[src/rtl/fifo_credit_pkg.sv]
// Shared types and constants for the credit-based transmit FIFO front end.
package fifo_credit_pkg;

    // Top-level control state: waiting for the initial credit load, or running.
    typedef enum logic {
        INIT = 1'b0,
        RUN  = 1'b1
    } state_e;

    // Entries in the input skid buffer.
    localparam int SKID_DEPTH = 2;

    // Width needed to hold every credit count from 0 up to max_credits inclusive.
    function automatic int credit_width(input int max_credits);
        return $clog2(max_credits) + 1;
    endfunction

endpackage

[src/rtl/fifo_credit_skid.sv]
// Two-entry FIFO-ordered skid buffer; entry0 is always the head.
module fifo_credit_skid
    import fifo_credit_pkg::*;
#(
    parameter int DATA_WIDTH = 32
) (
    input  logic                  clk,
    input  logic                  rst_n,
    input  logic                  push,
    input  logic [DATA_WIDTH-1:0] push_data,
    input  logic                  pop,
    output logic [DATA_WIDTH-1:0] head,
    output logic                  full,
    output logic                  empty
);

    logic [DATA_WIDTH-1:0] entry0_q;
    logic [DATA_WIDTH-1:0] entry1_q;
    logic [1:0]            cnt_q;
    logic                  push_ok;
    logic                  pop_ok;

    // A push into a full buffer is only legal when the head leaves the same edge.
    assign push_ok = push && (!full || pop);
    assign pop_ok  = pop && !empty;

    // Shift-style storage: pops move entry1 forward, pushes land at the tail.
    always_ff @(posedge clk or negedge rst_n) begin
        if (!rst_n) begin
            entry0_q <= '0;
            entry1_q <= '0;
            cnt_q    <= 2'd0;
        end else begin
            unique case ({push_ok, pop_ok})
                2'b10: begin
                    if (cnt_q == 2'd0) entry0_q <= push_data;
                    else               entry1_q <= push_data;
                    cnt_q <= cnt_q + 2'd1;
                end
                2'b01: begin
                    entry0_q <= entry1_q;
                    cnt_q    <= cnt_q - 2'd1;
                end
                2'b11: begin
                    if (cnt_q == 2'(SKID_DEPTH)) begin
                        entry0_q <= entry1_q;
                        entry1_q <= push_data;
                    end else begin
                        entry0_q <= push_data;
                    end
                end
                default: ;
            endcase
        end
    end

    assign head  = entry0_q;
    assign full  = (cnt_q == 2'(SKID_DEPTH));
    assign empty = (cnt_q == 2'd0);

endmodule

[src/rtl/fifo_credit_tx.sv]
// Credit-based transmitter: buffers source beats and launches them into a
// downstream FIFO only while credits are held.
module fifo_credit_tx
    import fifo_credit_pkg::*;
#(
    parameter int  DATA_WIDTH  = 32,
    parameter int  MAX_CREDITS = 8,
    localparam int CNT_W       = credit_width(MAX_CREDITS)
) (
    input  logic                  clk,
    input  logic                  rst_n,
    input  logic                  in_valid,
    output logic                  in_ready,
    input  logic [DATA_WIDTH-1:0] in_data,
    output logic                  tx_valid,
    output logic [DATA_WIDTH-1:0] tx_data,
    input  logic                  crd_ret,
    input  logic                  crd_init_valid,
    input  logic [CNT_W-1:0]      crd_init_val,
    output logic [CNT_W-1:0]      credits,
    output logic                  crd_err
);

    localparam logic [CNT_W-1:0] MaxCnt = CNT_W'(MAX_CREDITS);

    state_e                state_q, state_d;
    logic [CNT_W-1:0]      credits_q, credits_d;
    logic                  err_q, err_d;
    logic                  in_ready_q, in_ready_d;
    logic                  tx_valid_q, tx_valid_d;
    logic [DATA_WIDTH-1:0] tx_data_q, tx_data_d;

    logic                  accept;
    logic                  launch;
    logic                  full_next;
    logic [DATA_WIDTH-1:0] skid_head;
    logic                  skid_full;
    logic                  skid_empty;

    assign accept = in_valid && in_ready_q;
    assign launch = (state_q == RUN) && !skid_empty && (credits_q != '0);

    // Fullness after this edge, so in_ready can be registered without a stall bubble.
    assign full_next = skid_full ? (!launch || accept) : (!skid_empty && accept && !launch);

    fifo_credit_skid #(
        .DATA_WIDTH (DATA_WIDTH)
    ) u_skid (
        .clk       (clk),
        .rst_n     (rst_n),
        .push      (accept),
        .push_data (in_data),
        .pop       (launch),
        .head      (skid_head),
        .full      (skid_full),
        .empty     (skid_empty)
    );

    // Next state, credit accounting, sticky protocol errors and launch outputs.
    always_comb begin
        state_d   = state_q;
        credits_d = credits_q;
        err_d     = err_q;
        unique case (state_q)
            INIT: begin
                if (crd_init_valid) begin
                    state_d = RUN;
                    if (crd_init_val > MaxCnt) begin
                        credits_d = MaxCnt;
                        err_d     = 1'b1;
                    end else begin
                        credits_d = crd_init_val;
                    end
                end
                // Returns before the initial load have nothing to refer to.
                if (crd_ret) err_d = 1'b1;
            end
            RUN: begin
                if (crd_init_valid) err_d = 1'b1;
                if (crd_ret && (credits_q == MaxCnt) && !launch) begin
                    err_d = 1'b1;
                end else begin
                    credits_d = credits_q - CNT_W'(launch) + CNT_W'(crd_ret);
                end
            end
            default: ;
        endcase
        in_ready_d = (state_d == RUN) && !full_next;
        tx_valid_d = launch;
        tx_data_d  = launch ? skid_head : tx_data_q;
    end

    // State and output registers, all cleared asynchronously.
    always_ff @(posedge clk or negedge rst_n) begin
        if (!rst_n) begin
            state_q    <= INIT;
            credits_q  <= '0;
            err_q      <= 1'b0;
            in_ready_q <= 1'b0;
            tx_valid_q <= 1'b0;
            tx_data_q  <= '0;
        end else begin
            state_q    <= state_d;
            credits_q  <= credits_d;
            err_q      <= err_d;
            in_ready_q <= in_ready_d;
            tx_valid_q <= tx_valid_d;
            tx_data_q  <= tx_data_d;
        end
    end

    assign in_ready = in_ready_q;
    assign tx_valid = tx_valid_q;
    assign tx_data  = tx_data_q;
    assign credits  = credits_q;
    assign crd_err  = err_q;

endmodule
[config.mk]
export PLATFORM = sky130hd
export DESIGN_NAME = fifo_credit_tx
export DESIGN_NICKNAME = d
export VERILOG_FILES = /design/src/rtl/fifo_credit_pkg.sv /design/src/rtl/fifo_credit_skid.sv /design/src/rtl/fifo_credit_tx.sv
export SDC_FILE = /design/constraint.sdc
export NUM_CORES = 1
export LEC_CHECK = 0
export ABC_CLOCK_PERIOD_IN_PS = 2500
export BUFFER_PORTS_ARGS = -buffer_cell sky130_fd_sc_hd__buf_4
export CORE_MARGIN = 2
export CORE_UTILIZATION = 37
export DETAILED_ROUTE_END_ITERATION = 6
export GPL_TIMING_DRIVEN = 0
export PLACE_DENSITY = 0.58
export SLEW_MARGIN = 20
export SYNTH_ARGS = -nofsm -noshare
export SYNTH_HDL_FRONTEND = slang
export SYNTH_SLANG_ARGS = --single-unit
export TNS_END_PERCENT = 1
[constraint.sdc]
create_clock -name clk -period 2.5 [get_ports clk]
set_input_delay 0.5 -clock clk [delete_from_list [all_inputs] [get_ports clk]]
set_output_delay 0.5 -clock clk [all_outputs]
set_load 0.02 [all_outputs]
# Yosys cells after proc, flatten, opt, wreduce, memory -nomap -nowiden
# Index checks and enable logic that the tools add are counted.
# totals
ff_bits,106
latch_bits,0
mem_bits_rw,0
romBits,0
input_bits,41
out_inout_bits,39
elab_cells,73
n_memories,0
# classes
add_sub_neg,4
multipliers,0
div_mod_pow,0
order_cmp,1
n_eq_ne,13
shifts,0
n_mux,20
bitwise_logic,1
reduce_logical,25
# ops
op,n
$mux 32,4
$pmux 32 s3,1
$pmux 32 s2,1
$mux 4,3
$logic_and 1x1->1,10
$mux 1,8
$ne 2x2->1 const B,4
$pmux 4 s2,1
$eq 2x2->1 const B,3
$ne 3x3->1 const B,2
$reduce_and 3->1,2
$add 4x1->4,1
$eq 4x4->1 const B,1
$gt 4x4->1 const B,1
$logic_not 1->1,4
$pmux 2 s2,1
$reduce_and 2->1,2
$reduce_bool 2->1,2
$reduce_bool 4->1,1
$sub 4x1->4,1
$ne 3x2->1 const B,1
$reduce_bool 3->1,1
$add 2x1->2 const B,1
$eq 2x1->1 const B,1
other kinds (6),7

# Longest topological paths before layout
# depth
ltp_word,9
ltp_mapped,12
depth_no_buf,12

# Cells and area by module
# A second synthesis with hierarchy kept.
# unflattened
hier_cells,409
hier_area_um2,4959.8
# by_module_without_submodules
module,n_inst,cells_per_inst,area_per_inst_um2,seq_area_each_um2
fifo_credit_skid,1,282,3193.1,1651.6
fifo_credit_tx,1,127,1766.7,1001.0

# Worst setup path after synthesis
# No wires, ideal clock.
# synth_path
path_kind,register to register
startpoint,register credits_q[2] (netlist: credits[2])
endpoint,register u_skid.entry1_q[10]
setup_time_ps,125
arrival_ps,2594
required_time_ps,2375
setup_slack_ps,-219
path_stages_with_launch,11
n_path_buf,1
synth_period_minus_slack_ps,2719
cell_sequence,dfrtp_1 > inv_1 > ha_1 > nor3b_2 > nor2_1 > o21ai_0 > inv_1 > ha_1 > a211oi_2 > buf_4 > mux2_2
# synth_via
elab_chain_cells,7
word_cells_on_any_way,12
classes_between,4 x eq/ne; 1 x mux; 7 x reduce/logical
# synth_lines
element,line,source
start: declaration,fifo_credit_tx.sv:27,"logic [CNT_W-1:0] credits_q, credits_d;"
start signal: assignment,fifo_credit_tx.sv:104,credits_q <= credits_d;
$reduce_bool 4->1 (*),fifo_credit_tx.sv:41,assign launch = (state_q == RUN) && !skid_empty && (credits_q != '0);
$logic_and 1x1->1 (*),fifo_credit_tx.sv:41,
$logic_or 1x1->1,fifo_credit_skid.sv:24,assign push_ok = push && (!full || pop);
$logic_and 1x1->1,fifo_credit_skid.sv:24,
$eq 2x2->1,fifo_credit_skid.sv:34,"unique case ({push_ok, pop_ok})"
$ne 2x2->1 (no source line) or $reduce_bool 2->1 (tied branches),-,
$reduce_and 3->1 (no source line),-,
end signal: assignment,fifo_credit_skid.sv:37,else entry1_q <= push_data;
end signal: assignment,fifo_credit_skid.sv:47,entry1_q <= push_data;
end: declaration,fifo_credit_skid.sv:18,logic [DATA_WIDTH-1:0] entry1_q;
# Every way passes the cells marked *; elsewhere a longest branch is shown, timed or not.
# A chain may end at the register's enable or synchronous reset.

# Worst setup path in the final report
# layout_path
startpoint,register credits_q[3] (netlist: credits[3])
endpoint,register credits_q[2] (netlist: credits[2])
# layout_via
elab_chain_cells,6
word_cells_on_any_way,12
classes_between,2 x add/sub; 2 x eq/ne; 2 x mux; 6 x reduce/logical
# layout_lines
element,line,source
$reduce_bool 4->1 (*),fifo_credit_tx.sv:41,
$logic_and 1x1->1 (*),fifo_credit_tx.sv:41,
via launch,fifo_credit_tx.sv:34,logic launch;
$sub 4x1->4 or $logic_not 1->1 (tied branches),"fifo_credit_tx.sv:83, fifo_credit_tx.sv:80",
$add 4x1->4 or $logic_and 1x1->1 (tied branches),"fifo_credit_tx.sv:83, fifo_credit_tx.sv:80",
$mux 4 or $ne 2x2->1 (tied branches),-,
$pmux 4 s2 or $reduce_and 2->1 (tied branches),-,
# Mark *: on every way through the listed nets, which the timed path passes. The rest lies on a longest branch. The select of a mux whose other input is x is not followed.

==> impl_metrics.toml <==
[synth]
synthDistinctLibCells = 40
synthFlopType = "dfrtp_1"
synth.most_common_cell = "dfrtp_1"
async_flop_share_pct = 100.0
synth_seq_cells = 106
synth_area_um2 = 4541
yosys.area.top_type = "dfrtp_1"
yosysWarningCount = 0
synthCells = 359
synth_edf_count = 0
synth_common_cells = "dfrtp_1 (106), mux2_2 (62), nand2_1 (38)"
synth_top_area_share_pct = 58.42
avgSynthCellArea_um2 = 12.65
synth_nets = 410
synthTopCellsByArea = "dfrtp_1 (58%), mux2_2 (15%), a22oi_1 (5.5%), o21ai_1 (3.3%), nand2_1 (3.1%)"
yosysSeqAreaShare_pct = 58.42

[timing]
hold_viol_final = 0
drv_slew = 0
worst_slack_ns = 0.02607
tightest_slew_ns = 0.9539
max_freq_mhz = 404.2
fin_hold_ws_ns = 0.2710
period_minus_slack_ns = 2.474
fin_skew_ns = 0.009561
setup_viol = 0
rsz0062_at_grt = "yes"
relSlewSlack_pct = 36.41
period_share_pct = 98.96

[setup_path]
crit_arrival_ns = 2.70
crit_required_ns = 2.73
worstPathMaxFanout = 2
start_kind = "flop"
rrSetupSlack_ns = 0.03
r2r-start = "credits[3]"
worstSetupPathType = "flop to flop"
r2r.worst_path.cells = 12
worst_r2r_endpoint = "credits[2]"
crit_path_end_kind = "flop"

[power]
p_sw_uw = 3457
p_int_uw = 6050
p_seq_share_pct = 31.9
clkPwrFrac_pct = 16.9
p_per_area_nw_per_um2 = 1601
peakVddDrop_uv = 571.2
p_leak_uw = 0.002749
power_frac_comb_pct = 51.2
swShare_pct = 36.37

[global_route]
grtUsageTotal_pct = 15.76
overflow = 0
grt_pass1_vias = 3121
grt_pass1_wl_um = 15990
grt_max_degree = 107
antenna_found_initial = 0

[drt]
ant_nets = 0
viasPerCell = 4.876
wire_per_inst_um = 15.93
drt_first_pass_iters = 5
drc = 0
dr_total_vias = 2994
wl_um = 9781
dr.first_iter.drc_count = 132

[die]
pin_count = 80
start_util_pct = 37.80
dieArea_um2 = 13170
fp.dieW_um = 114.8
dieHeight_um = 114.8
num_rows = 40
core_um2 = 12010

[clock_network]
htreeDepth = 3
postCtsHoldBufs = 0
cts_sinks = 106
cts_root_buf = "clkbuf_16"
clk_latency_ns = 0.34
numCtsBuffers = 9
clk_pin_slew_ns = 0.07
cts_tree = "done"
cts.path.max_buffers = 2

[placement]
place_congestion = 0.7946
post-dp-hpwl_um = 6550
port_buffers = 79
preCtsSetupSlack_ns = -0.4688

[finish]
syn2layout_area_growth_pct = 30.78
seqCellArea_um2 = 2655
num_antenna_cells = 0
post_route_cells_drive_above_1_share_pct = 45.82
nFillCells = 1099
nets = 513
multiInputGateArea_um2 = 1815

[outcome]
status = "complete, no violations"

[run]
maxCapViolCount = 0

[worst_hold_path]
min_path_type = "input pin to async pin"
## what timing repair did
| action | CTS | global route |
|---|---|---|
| gates resized for setup | 17 | 27 |
| pin swaps | 4 | 9 |
| setup buffers | 8 | 6 |
| endpoints found under the setup margin | 64 | 64 |
## cell type report
cell class | instances | area share [%]
repair buffers | 93 | 12.01
inverters | 12 | 0.7585
clock buffers | 13 | 4.720
well taps | 147 | 3.097
flip-flops and latches | 106 | 44.71
multi-input cells | 221 | 30.57
clock inverters | 3 | 1.159
plain buffers | 19 | 2.971
## layout by cell type, fill, tap and decap left out, drive strengths merged, types with 9 or more instances in the layout
master  count
clkbuf     16
nor2       10
mux2       65
ha          9
a22oi      34
o21ai      37
buf       109
nand2      38
inv        12
dfrtp     106
## worst max-delay path by stage
stage,depth (start not counted),from,endpoint
6_report,12,credits[3],credits[2]
5_1_grt,12,credits[2],credits[2]
4_1_cts,12,credits[2],u_skid.entry1_q[28]
3_5_place_dp,11,credits[2],u_skid.entry1_q[28]
3_3_place_gp,11,credits[2],u_skid.entry1_q[26]
2_1_floorplan,10,credits[2],u_skid.entry1_q[10]
## critical path, cell delays in order (launching register included)
cell,delay (ns)
dfrtp_2,0.42
inv_2,0.08
ha_4,0.13
nor3b_4,0.22
nor2_2,0.08
ha_1,0.29
inv_1,0.06
ha_2,0.17
inv_2,0.04
fa_2,0.36
xor2_2,0.16
o22ai_2,0.09
mux2_2,0.26
## power groups by stage
| stage | clock (uW) | combinational [uW] | sequential (uW) |
|---|---|---|---|
| floorplan | 0 | 2820 | 3280 |
| global placement | 0 | 4230 | 3030 |
| detailed placement | 0 | 4340 | 3060 |
| CTS | 1650 | 4600 | 3040 |
| global route | 1720 | 5350 | 3140 |
| finish | 1610 | 4870 | 3030 |
## layer usage
metal | part of all wire (%) | vias up | GRT usage (%)
met5 | 0 | - | 0
met3 | 4.1 | 11 | 3.479
li1 | - | 1471 | -
met4 | 1.5 | 0 | 5.703
met2 | 49 | 56 | 25.09
met1 | 45 | 1456 | 21.37
## through the flow
step	TNS, ns	std cells	area [um2]	utilization, %	total power (uW)
after global routing	-2.239	614	5938	49.44	10210
after global placement	-16.30	585	5329	44.36	7258
after detailed placement	-19.94	585	5333	44.40	7407
after CTS	-0.6162	608	5794	48.24	9293
final	0	614	5938	49.44	9507
after floorplan	0	359	4552	-	6100
## sequential cells by signal, summed over array words and instances, names as in the netlist, 2 cells and up
name / count
tx_data: 32
u_skid.head: 32
u_skid.entry1_q: 32
credits: 4
u_skid.cnt_q: 2
## cells by family after synthesis
logic type | synth area share (%)
adder cells (fa/ha/maj) | 2.921
flip-flops | 58.42
AO/OA/AOI/OAI | 12.62
multiplexers | 16.34
XOR/XNOR | 0.7717
AND/OR/NAND/NOR | 5.263
buffers and inverters | 3.665
No activity file was read; power rests on OpenSTA's default activity.
